==> config.mk <==
export PLATFORM = sky130hd
export DESIGN_NAME = galvo_scan_gen
export DESIGN_NICKNAME = d
export VERILOG_FILES = /design/src/rtl/galvo_scan_gen.sv
export SDC_FILE = /design/constraint.sdc
export NUM_CORES = 1
export LEC_CHECK = 0
export BUFFER_PORTS_ARGS = -buffer_cell sky130_fd_sc_hd__buf_2
export CAP_MARGIN = 20
export CORE_ASPECT_RATIO = 1.5
export CORE_MARGIN = 5
export CORE_UTILIZATION = 31
export CTS_CLUSTER_DIAMETER = 150
export DETAILED_ROUTE_END_ITERATION = 10
export SLEW_MARGIN = 20
export SYNTH_ARGS = -nofsm -noshare
export SYNTH_HDL_FRONTEND = slang
export SYNTH_SLANG_ARGS = --single-unit
==> constraint.sdc <==
create_clock -name clk_ref -period 5.6 [get_ports clk_ref]
set_input_delay 1.12 -clock clk_ref [delete_from_list [all_inputs] [get_ports clk_ref]]
set_output_delay 1.12 -clock clk_ref [all_outputs]
set_load 0.02 [all_outputs]
==> src/rtl/galvo_scan_gen.sv <==
// rtl/galvo_scan_gen.sv - triangular galvo setpoint generator with end dwell (optional frame counter: GALVO_FRAME_CNT_EN)
module galvo_scan_gen #(
    parameter int          SAMPLE_DIV = 200,
    parameter logic [15:0] PARK_CODE  = 16'd32768
) (
    input  logic        clk_ref,
    input  logic        sys_rstn,
    input  logic        run,
    input  logic [15:0] lim_lo,
    input  logic [15:0] lim_hi,
    input  logic [15:0] step,
    input  logic [7:0]  dwell,
    output logic [15:0] dac_data,
    output logic        dac_valid,
    output logic        busy,
    output logic [15:0] frame_cnt
);

    localparam int CW = $clog2(SAMPLE_DIV);

    typedef enum logic [2:0] {
        IDLE      = 3'd0,
        RAMP_UP   = 3'd1,
        DWELL_HI  = 3'd2,
        RAMP_DOWN = 3'd3,
        DWELL_LO  = 3'd4
    } state_t;

    state_t        state;
    state_t        state_n;
    logic [CW-1:0] tick_cnt;
    logic          tick;
    logic          start;
    logic          active_tick;

    // Scan parameters captured at start so mid-scan input changes are ignored
    logic [15:0]   lo_q;
    logic [15:0]   hi_q;
    logic [15:0]   step_q;
    logic [7:0]    dwell_q;

    logic [15:0]   pos;
    logic [7:0]    dcnt;
    logic          primed;

    logic [16:0]   sum;
    logic [16:0]   diff;
    logic [15:0]   up_val;
    logic [15:0]   dn_val;
    logic          up_hit;
    logic          dn_hit;
    logic          degen;

    logic [15:0]   emit;
    logic [15:0]   pos_n;
    logic [7:0]    dcnt_n;
    logic          primed_n;

    assign tick        = (tick_cnt == CW'(SAMPLE_DIV - 1));
    assign start       = (state == IDLE) && run;
    assign active_tick = (state != IDLE) && tick;

    // Saturating ramp arithmetic: 17-bit so neither direction can wrap
    assign sum    = {1'b0, pos} + {1'b0, step_q};
    assign diff   = {1'b0, pos} - {1'b0, step_q};
    assign up_val = (sum >= {1'b0, hi_q}) ? hi_q : sum[15:0];
    assign dn_val = (diff[16] || (diff[15:0] <= lo_q)) ? lo_q : diff[15:0];
    assign up_hit = (up_val == hi_q);
    assign dn_hit = (dn_val == lo_q);
    assign degen  = (lo_q >= hi_q);

    // State register
    always_ff @(posedge clk_ref) begin
        if (!sys_rstn) begin
            state <= IDLE;
        end else begin
            state <= state_n;
        end
    end

    // Next-state logic; active states only move on a sample tick
    always_comb begin
        state_n = state;
        if (state == IDLE) begin
            if (run) state_n = RAMP_UP;
        end else if (tick) begin
            if (!run) begin
                state_n = IDLE;
            end else begin
                case (state)
                    RAMP_UP: begin
                        if (!degen && primed && up_hit)
                            state_n = (dwell_q == 8'd0) ? RAMP_DOWN : DWELL_HI;
                    end
                    DWELL_HI: begin
                        if (dcnt == 8'd1) state_n = RAMP_DOWN;
                    end
                    RAMP_DOWN: begin
                        if (dn_hit)
                            state_n = (dwell_q == 8'd0) ? RAMP_UP : DWELL_LO;
                    end
                    DWELL_LO: begin
                        if (dcnt == 8'd1) state_n = RAMP_UP;
                    end
                    default: state_n = IDLE;
                endcase
            end
        end
    end

    // Output/datapath values for the coming tick; the first tick after start emits lim_lo unstepped
    always_comb begin
        emit     = pos;
        pos_n    = pos;
        dcnt_n   = dcnt;
        primed_n = primed;
        if (!run) begin
            emit = PARK_CODE;
        end else begin
            case (state)
                RAMP_UP: begin
                    if (degen || !primed) begin
                        emit     = lo_q;
                        pos_n    = lo_q;
                        primed_n = 1'b1;
                    end else begin
                        emit  = up_val;
                        pos_n = up_val;
                        if (up_hit) dcnt_n = dwell_q;
                    end
                end
                DWELL_HI: begin
                    emit   = hi_q;
                    dcnt_n = dcnt - 8'd1;
                end
                RAMP_DOWN: begin
                    emit  = dn_val;
                    pos_n = dn_val;
                    if (dn_hit) dcnt_n = dwell_q;
                end
                DWELL_LO: begin
                    emit   = lo_q;
                    dcnt_n = dcnt - 8'd1;
                end
                default: emit = PARK_CODE;
            endcase
        end
    end

    assign busy = (state != IDLE);

    // Sample divider: free-running, realigned so the first strobe lands SAMPLE_DIV cycles after start
    always_ff @(posedge clk_ref) begin
        if (!sys_rstn) begin
            tick_cnt <= '0;
        end else if (start || tick) begin
            tick_cnt <= '0;
        end else begin
            tick_cnt <= tick_cnt + CW'(1);
        end
    end

    // Parameter latch, ramp position and registered DAC strobe
    always_ff @(posedge clk_ref) begin
        if (!sys_rstn) begin
            lo_q      <= 16'd0;
            hi_q      <= 16'd0;
            step_q    <= 16'd1;
            dwell_q   <= 8'd0;
            pos       <= 16'd0;
            dcnt      <= 8'd0;
            primed    <= 1'b0;
            dac_data  <= PARK_CODE;
            dac_valid <= 1'b0;
        end else begin
            dac_valid <= 1'b0;
            if (start) begin
                lo_q    <= lim_lo;
                hi_q    <= lim_hi;
                step_q  <= (step == 16'd0) ? 16'd1 : step;
                dwell_q <= dwell;
                pos     <= lim_lo;
                dcnt    <= 8'd0;
                primed  <= 1'b0;
            end else if (active_tick) begin
                dac_valid <= 1'b1;
                dac_data  <= emit;
                pos       <= pos_n;
                dcnt      <= dcnt_n;
                primed    <= primed_n;
            end
        end
    end

`ifdef GALVO_FRAME_CNT_EN
    logic        frame_inc;
    logic [15:0] frame_q;

    // A frame completes when the low end is left for the next up-ramp
    assign frame_inc = active_tick && run &&
                       (((state == DWELL_LO) && (dcnt == 8'd1)) ||
                        ((state == RAMP_DOWN) && dn_hit && (dwell_q == 8'd0)));

    // Completed-scan counter, wraps naturally at 16 bits
    always_ff @(posedge clk_ref) begin
        if (!sys_rstn) begin
            frame_q <= 16'd0;
        end else if (frame_inc) begin
            frame_q <= frame_q + 16'd1;
        end
    end

    assign frame_cnt = frame_q;
`else
    assign frame_cnt = 16'd0;
`endif

endmodule
==> impl_metrics.tcl, run 1 <==
set metrics [dict create \
    ys_ff_latch 109 \
    fp-row-count 78 \
    io_pins 93 \
    postSynthCellCount 1298 \
    whs_ns 0.445 \
    p_switching_mw 1.14 \
    grt_pass1_wl_um 56700 \
    overflow 0 \
    arrival_ns 5.58 \
    synth_mux_area_share_pct 2.91 \
    hold_violations 0 \
    clock-root-buffer "clkbuf_16" \
    fin_cells 1741 \
    async_flop_share_pct 0 \
    place_hpwl_um 29900 \
    cts_tree "built" \
    cts_max_level 3 \
    coreArea_mm2 0.0304 \
    synth_top_family_by_area "compound AO/OA/AOI/OAI gates" \
    leakagePower_nw 4.24 \
    ant_nets 0 \
    ir_drop_v 0.000200 \
    place_ws_ns 0.0798 \
    synth_fa_ha_area_share_pct 11.5 \
    path_clk_slew_ns 0.09 \
    synth_edf_count 0 \
    period_needed_ns 5.25 \
    port_buffers 76 \
    grt_max_degree 44 \
    p_int_mw 1.56 \
    vias_per_cell 5.73 \
    grt_use_total_pct 21.3 \
    gp_congestion 1.02 \
    wire_per_inst_um 21.8 \
    critPathSlowestCell "or4_1" \
    hold_buffers 0 \
    drt-total-wl_um 37900 \
    cts_setup_buffers 0 \
    fmax_mhz 191 \
    design.die.area_mm2 0.0344 \
    tns_ns 0 \
    drcViolationCount 0 \
    final_nets 1480 \
    yosysUniqueCellTypes 85 \
    powerDensity_mw_per_mm2 255 \
    die_x_um 153 \
    synth_flop_cell "dfxtp_1" \
    antenna_found_initial 0 \
    final_cell_mix "a21oi_1 (177), nand2_1 (161), dfxtp_1 (109)" \
    power_mw 2.70 \
    rsz0062_at_grt "no" \
    cts_buffer_depth 2 \
    crit_chain "ha_1, inv_1, fa_1, a211o_1, and3_1, o21ai_1, a21oi_1, o21a_1, nor2_1, xnor2_1, ha_1, nor2b_1, o21ai_0, nand2b_1, o221ai_2, nor2_1, a21boi_0, o211ai_2, or4_1, nand2_1" \
    slew_violations 0 \
    synthXorXnorAreaFrac_pct 5.57 \
    critPathMaxStageDelay_ns 0.52 \
    cp-endpoint "dcnt[0]" \
    cp.required_ns 5.93 \
    die_h_um 225 \
    yosysSeqAreaShare_pct 22.9 \
    cts_buffers 9 \
    dp_cells 1725 \
    clockPowerShare_pct 23.9 \
    status "complete, no violations" \
    r2r_start "step_q[0]" \
    crit_path_end_kind "register" \
    ff2ff_path_depth 20 \
    grt_pass1_vias 9634 \
    syn_area_per_cell_um2 7.34 \
    initial_core_util_pct 31.4 \
    finalCritPeriodShare_pct 93.7 \
    relSlewSlack_pct 25.9 \
    vias 9984 \
    ff2ff_setup_slack_ns 0.35 \
    ys_warn_count 0 \
    switching_share_pct 42.3 \
    cts.sinks 109 \
    reg2reg_to "dcnt[0]" \
    tightest_slew_ns 1.11 \
    syn_to_final_growth_pct 11.2 \
    synth_area_mm2 0.00953 \
    drive_above_1_share_pct 12.1 \
    fillers 3251 \
    crit_fanout 16 \
    hp-class "register to register" \
    clk-insertion-delay-late_ns 0.39 \
    cp-start-kind "register" \
    synth_compound_area_share_pct 28.3 \
    antennaDiodeCount 0 \
    crit_type "register to register" \
    clock_skew_ns 0.0161 \
    cp-startpoint "step_q[0]" \
    firstDrtPassIters 8 \
    drtIter0Drc 1129 \
    maxCapViolCount 0 \
    layout_commonest_cell "a21oi_1" \
    ctsResizeCount 1 \
    comb_power_share_pct 43.9 \
    fin_ws_ns 0.351 \
    setup_viol 0 \
    synth-simple-area-share_pct 21.1 \
    pwr-share-seq_pct 32.2 \
]
cells by family (layout without fill, tap and decap cells):
group / after synthesis / in the layout
muxes: 27 / 27
AOI/OAI and AO/OA: 423 / 423
and+or+nand+nor: 423 / 423
other: 1 / 16
adders and majority gates: 87 / 87
xor gates and xnor gates: 55 / 55
buffers and inverters: 173 / 201
DFF: 109 / 109
layer usage:
metal / global-route usage (%) / up-vias / share of wire [%]
met2: 37.5 / 403 / 49
met1: 23.0 / 4732 / 37
li1: - / 4732 / -
met3: 2.29 / 117 / 4.7
met5: 0 / - / 0
met4: 16.9 / 0 / 8.9
power groups by stage:
stage	clock network [mW]	registers (mW)	logic (mW)
6_report	0.647	0.870	1.19
5_1_grt	0.694	0.874	1.28
4_1_cts	0.663	0.868	1.16
3_5_place_dp	0	0.887	1.15
3_3_place_gp	0	0.886	1.15
2_1_floorplan	0	0.856	0.805
worst min-delay path by stage:
stage,startpoint,end,slack [ns],depth (start not counted)
after floorplan,tick_cnt[0],tick_cnt[0],0.41,1
after global placement,tick_cnt[0],tick_cnt[0],0.43,1
after detailed placement,tick_cnt[0],tick_cnt[0],0.44,1
after CTS,tick_cnt[0],tick_cnt[0],0.45,1
after global routing,tick_cnt[0],tick_cnt[0],0.46,1
final,tick_cnt[0],tick_cnt[0],0.45,1
metrics by stage:
stage	utilization [%]	instance area, um^2
2_1_floorplan	-	9590
3_3_place_gp	34.0	10300
3_5_place_dp	34.0	10300
4_1_cts	34.9	10600
5_1_grt	34.9	10600
6_report	34.9	10600
cell usage after synthesis, types with 7 or more instances:
cell type	number	share of area, %
ha_1	83	11
xnor2_1	37	3.4
a22oi_1	15	1.2
a31oi_1	14	0.92
a211o_1	8	0.74
nand3_1	22	1.2
buf_4	19	1.5
a211oi_1	17	1.3
o211ai_1	17	1.3
nand4_1	14	0.92
nor2_1	84	3.3
clkbuf_1	73	2.9
or4_1	8	0.63
a21oi_1	177	9.3
inv_1	70	2.8
o21a_1	9	0.71
nor2b_1	21	1.4
o22ai_1	12	0.79
and2_1	10	0.66
nor3_1	35	1.8
o221ai_1	9	0.83
nand2_1	161	6.3
o21ai_0	57	3.0
o31ai_1	7	0.55
or3_1	7	0.46
mux2i_1	21	2.2
nor4_1	11	0.72
a21o_1	14	1.1
nand2b_1	19	1.2
dfxtp_1	109	23
and3_1	9	0.59
xor2_1	14	1.3
sequential cells by signal, indices dropped and copies added (netlist names):
name       count
dac_data      16
dac_valid      1
dcnt           8
dwell_q        8
hi_q          16
lo_q          16
pos           16
primed         1
state          3
step_q        16
tick_cnt       8
critical path, delay by kind of cell (launching register included):
kind | cells | cell delay (ns)
DFF | 1 | 0.37
AOI/OAI and AO/OA | 8 | 2.28
and+or+nand+nor | 7 | 1.29
adders and majority gates | 3 | 0.97
xor gates and xnor gates | 1 | 0.20
buffers and inverters | 1 | 0.06
cell type report:
cell class	count	area (um^2)	area share, %
timing repair buffer	112	651	6.14
multi-input combinational	1031	6700	63.3
clock inverter	7	62.6	0.590
sequential	109	2180	20.6
clock buffer	9	225	2.12
tap	400	500	4.72
inverter	73	274	2.59
No activity file was read; power rests on OpenSTA's default activity.
==> inputs of run 2 (changes only) <==
--- a/config.mk
+++ b/config.mk
@@ -5,13 +5,14 @@
 export SDC_FILE = /design/constraint.sdc
 export NUM_CORES = 1
 export LEC_CHECK = 0
-export BUFFER_PORTS_ARGS = -buffer_cell sky130_fd_sc_hd__buf_2
+export ABC_AREA = 1
 export CAP_MARGIN = 20
 export CORE_ASPECT_RATIO = 1.5
 export CORE_MARGIN = 5
 export CORE_UTILIZATION = 31
 export CTS_CLUSTER_DIAMETER = 150
 export DETAILED_ROUTE_END_ITERATION = 10
+export DONT_BUFFER_PORTS = 1
 export SLEW_MARGIN = 20
 export SYNTH_ARGS = -nofsm -noshare
 export SYNTH_HDL_FRONTEND = slang
==> impl_metrics.tcl, run 2 <==
set metrics [dict create \
    ys_ff_latch 109 \
    cts_tree "built" \
    final_nets 1541 \
    drive_above_1_share_pct 4.42 \
    fmax_mhz 193 \
    maxCapViolCount 0 \
    drcViolationCount 0 \
    clock_skew_ns 0.0148 \
    coreArea_mm2 0.0288 \
    die_h_um 220 \
    yosysMostFrequentCell "nand2_1" \
    drtIter0Drc 619 \
    ys_warn_count 0 \
    grt_pass1_vias 9030 \
    crit_family "compound AO/OA/AOI/OAI gates" \
    r2r_start "pos[11]" \
    yosys.area.top_type_share_pct 24.1 \
    whs_ns 0.457 \
    initial_core_util_pct 31.5 \
    clock-root-buffer "clkbuf_16" \
    grt_pass1_wl_um 51300 \
    slew_violations 0 \
    hold_buffers 0 \
    hp-class "register to register" \
    critPathMaxStageDelay_ns 0.63 \
    place_hpwl_um 27500 \
    cp.required_ns 5.83 \
    synth_area_mm2 0.00907 \
    crit_path_end_kind "register" \
    synth_edf_count 0 \
    yosysSeqAreaShare_pct 24.1 \
    yosysUniqueCellTypes 49 \
    overflow 0 \
    ant_nets 0 \
    cts_setup_buffers 0 \
    synth_flop_cell "dfxtp_1" \
    ctsResizeCount 0 \
    vias_per_cell 5.18 \
    tightest_slew_ns 0.923 \
    layout_commonest_cell "nand2_1" \
    cp-start-kind "register" \
    fin_util_pct 33.4 \
    synthTopCellsByCount "nand2_1 (389), inv_1 (169), o21ai_0 (130), dfxtp_1 (109), nor2_1 (104)" \
    cts_buffers 9 \
    crit_buf_inv 3 \
    status "complete, no violations" \
    crit_type "register to register" \
    finalCritPeriodShare_pct 92.6 \
    clk-insertion-delay-late_ns 0.39 \
    port_buffers 0 \
    vias 9275 \
    tns_ns 0 \
    relSlewSlack_pct 38.5 \
    syn_to_final_growth_pct 6.03 \
    crit_fanout 32 \
    wire_per_inst_um 18.9 \
    hold_violations 0 \
    syn_area_per_cell_um2 6.34 \
    cts_buffer_depth 2 \
    cts.sinks 109 \
    rsz0062_at_grt "no" \
    grt_max_degree 41 \
    cts_max_level 3 \
    path_clk_slew_ns 0.09 \
    io_pins 93 \
    setup_viol 0 \
    firstDrtPassIters 6 \
    arrival_ns 5.42 \
    drt-total-wl_um 33800 \
    fp-row-count 76 \
    design.die.area_mm2 0.0329 \
    yosysTopAreaCell "dfxtp_1" \
    final_cell_mix "nand2_1 (388), inv_1 (169), o21ai_0 (130)" \
    die_x_um 150 \
    grt_use_total_pct 20.7 \
    antenna_found_initial 0 \
    postSynthCellCount 1430 \
    cp-startpoint "pos[11]" \
    async_flop_share_pct 0 \
    crit_path_frequent_cell "nand2_1" \
    synth.area.top_cells "dfxtp_1 (24%), nand2_1 (16%), ha_1 (11%), o21ai_0 (7.2%), inv_1 (7.0%)" \
    antennaDiodeCount 0 \
    period_needed_ns 5.19 \
    hold_start "tick_cnt[0]" \
    critPathSlowestCell "ha_1" \
    gp_congestion 1.02 \
]
run 2: cell types whose count changed after synthesis, moves of 15 or more:
| cell | previous run | this run |
|---|---|---|
| nand2_1 | 161 | 389 |
| a21oi_1 | 177 | 65 |
| nand3_1 | 22 | 82 |
| clkbuf_1 | 73 | 34 |
| nor2b_1 | 21 | 0 |
| a22oi_1 | 15 | 0 |
| nor2_1 | 84 | 104 |
| nand2b_1 | 19 | 0 |
| o21ai_0 | 57 | 130 |
| mux2i_1 | 21 | 0 |
| a211oi_1 | 17 | 0 |
| nand4_1 | 14 | 43 |
| inv_1 | 70 | 169 |
| xnor2_1 | 37 | 4 |
run 2: worst register-to-register path: cells and delay by family, from the launching register on:
kind,cells,cell delay (ns)
and+or+nand+nor,13,1.29
AOI/OAI and AO/OA,7,1.56
buffers and inverters,3,0.87
DFF,1,0.39
adders and majority gates,2,0.94
run 2: final timing paths:
path | endpoint | slack, ns | depth (start not counted)
max | pos[4] | 0.41 | 25
min | tick_cnt[0] | 0.46 | 1
max reg2reg | pos[4] | 0.41 | 25
min reg2reg | tick_cnt[0] | 0.46 | 1
run 2: kinds of logic (layout without fill, tap and decap cells):
logic type | count (synthesis) | after routing | share of synthesized area, %
XOR/XNOR | 21 | 21 | 2.11
AND/OR/NAND/NOR | 672 | 672 | 31.6
adder cells (fa/ha/maj) | 85 | 85 | 11.9
other | 1 | 16 | 0.0413
AO/OA/AOI/OAI | 287 | 287 | 18.3
buffers and inverters | 255 | 212 | 12.1
flip-flops | 109 | 109 | 24.1
run 2: metal layers:
layer	GRT usage (%)	part of all wire (%)
met1	22.2	38
met2	36.8	50
met3	3.19	5.3
met4	14.3	7.6
met5	0	0
run 2: layout make-up:
class / count / area [um^2]
multi-input cells: 1081 / 5860
fillers: 3194 / 19200
inverters: 180 / 678
clock inverters: 6 / 58.8
flip-flops and latches: 109 / 2180
well taps: 390 / 488
repair buffers: 16 / 120
clock buffers: 10 / 229
run 2: metrics by stage:
stage / cells / setup slack, ns / area (um^2)
after floorplan: 1445 / 2.08 / 9130
after global placement: 1776 / 0.543 / 9330
after detailed placement: 1776 / 0.567 / 9330
after CTS: 1792 / 0.522 / 9620
after global routing: 1792 / 0.00598 / 9620
final: 1792 / 0.413 / 9620
Power of run 2 is left out: the tool's default activity adds up to more than one toggle a clock period on the data nets, which glitch-free logic cannot reach.
==> inputs of run 3 (changes only) <==
--- a/config.mk
+++ b/config.mk
@@ -9,7 +9,7 @@
 export CAP_MARGIN = 20
 export CORE_ASPECT_RATIO = 1.5
 export CORE_MARGIN = 5
-export CORE_UTILIZATION = 31
+export CORE_UTILIZATION = 45
 export CTS_CLUSTER_DIAMETER = 150
 export DETAILED_ROUTE_END_ITERATION = 10
 export DONT_BUFFER_PORTS = 1
==> impl_metrics.tcl, run 3 (synthesis gave the netlist of run 2 again) <==
set metrics [dict create \
    setup_viol 0 \
    initial_core_util_pct 45.9 \
    cp-start-kind "register" \
    finalCritPeriodShare_pct 89.1 \
    final_area_mm2 0.00952 \
    crit_path_end_kind "register" \
    cts_max_level 3 \
    drive_above_1_share_pct 4.50 \
    final_nets 1538 \
    critPathMaxStageDelay_ns 0.53 \
    antennaDiodeCount 0 \
    rsz0062_at_grt "no" \
    cts_setup_buffers 0 \
    dp_cells 1642 \
    clock-root-buffer "clkbuf_16" \
    path_clk_slew_ns 0.09 \
    place_hpwl_um 25100 \
    status "complete, no violations" \
    cts_tree "built" \
    port_buffers 0 \
    ff2ff_path_depth 29 \
    grt_pass1_wl_um 50100 \
    tns_ns 0 \
    crit_type "register to register" \
    coreArea_mm2 0.0198 \
    ant_nets 0 \
    drt-total-wl_um 32300 \
    design.die.area_mm2 0.0232 \
    arrival_ns 5.25 \
    grt_pass1_vias 9362 \
    slew_violations 0 \
    vias_per_cell 5.73 \
    crit_fanout 32 \
    io_pins 93 \
    fmax_mhz 200 \
    drtIter0Drc 868 \
    grt_use_total_pct 27.5 \
    vias 9500 \
    hp-class "register to register" \
    wire_per_inst_um 19.5 \
    drcViolationCount 0 \
    cp.required_ns 5.85 \
    gp_congestion 1.01 \
    seq_area_mm2 0.00218 \
    antenna_found_initial 0 \
    postPlaceCellArea_mm2 0.00915 \
    maxCapViolCount 0 \
    overflow 0 \
    clk-insertion-delay-late_ns 0.37 \
    clock_skew_ns 0.0183 \
    cts_buffers 9 \
    tightest_slew_ns 1.06 \
    relSlewSlack_pct 29.5 \
    fp-row-count 63 \
    cts_buffer_depth 2 \
    critPathSlowestCell "ha_2" \
    hold_depth 1 \
    hold_violations 0 \
    crit_path_frequent_cell "nand2_1" \
    fin_cells 1659 \
    cts.sinks 109 \
    firstDrtPassIters 6 \
    period_needed_ns 4.99 \
    die_x_um 126 \
    grt_max_degree 41 \
    final_cell_mix "nand2_1 (387), inv_1 (169), o21ai_0 (130)" \
    fillers 2137 \
    syn_to_final_growth_pct 4.96 \
    layout_commonest_cell "nand2_1" \
    die_h_um 184 \
    multi_input_area_mm2 0.00588 \
]
[run 3: cell count changes in the layout (fill, tap and decap cells not counted), sizes merged]
| cell | delta |
|---|---|
| clkinv | -3 |
| buf | -3 |
| inv | -1 |
| clkbuf | +1 |
| bufinv | +3 |
[run 3: worst paths after layout]
check | end | slack, ns | startpoint
worst min-delay path | tick_cnt[0] | 0.45 | tick_cnt[0]
worst min register to register | tick_cnt[0] | 0.45 | tick_cnt[0]
worst max register to register | dcnt[5] | 0.61 | pos[11]
worst max-delay path | dcnt[5] | 0.61 | pos[11]
[run 3: through the flow]
| step | setup WS, ns | hold WS (ns) | util [%] |
|---|---|---|---|
| floorplan | 2.08 | 0.418 | - |
| global placement | 0.432 | 0.432 | 46.2 |
| detailed placement | 0.414 | 0.442 | 46.2 |
| CTS | 0.371 | 0.457 | 48.0 |
| global route | 0.108 | 0.479 | 48.1 |
| finish | 0.608 | 0.453 | 48.1 |
[run 3: repair_timing]
action / CTS / global route
hold buffers: 0 / 0
endpoints found under the setup margin: 0 / 11
resized for setup: 0 / 2
[run 3: layout make-up]
class / count / area share (%)
Clock inverter: 5 / 1.09
Sequential cell: 109 / 22.9
Clock buffer: 11 / 2.65
Tap cell: 260 / 3.42
Inverter: 180 / 7.12
Timing Repair Buffer: 13 / 1.10
Multi-Input combinational cell: 1081 / 61.7
[run 3: critical path: cells and delay by family (launching register included)]
family,cells,cell delay (ns)
flip-flops,1,0.39
AND/OR/NAND/NOR,19,2.11
buffers and inverters,4,0.72
adder cells (fa/ha/maj),2,0.89
AO/OA/AOI/OAI,4,0.74
[run 3: routing by layer]
layer,GRT usage [%],part of all wire (%)
met1,29.5,37
met2,49.5,50
met3,3.72,5.7
met4,18.8,7.6
met5,0,0
Power of run 3 is left out for the same reason.
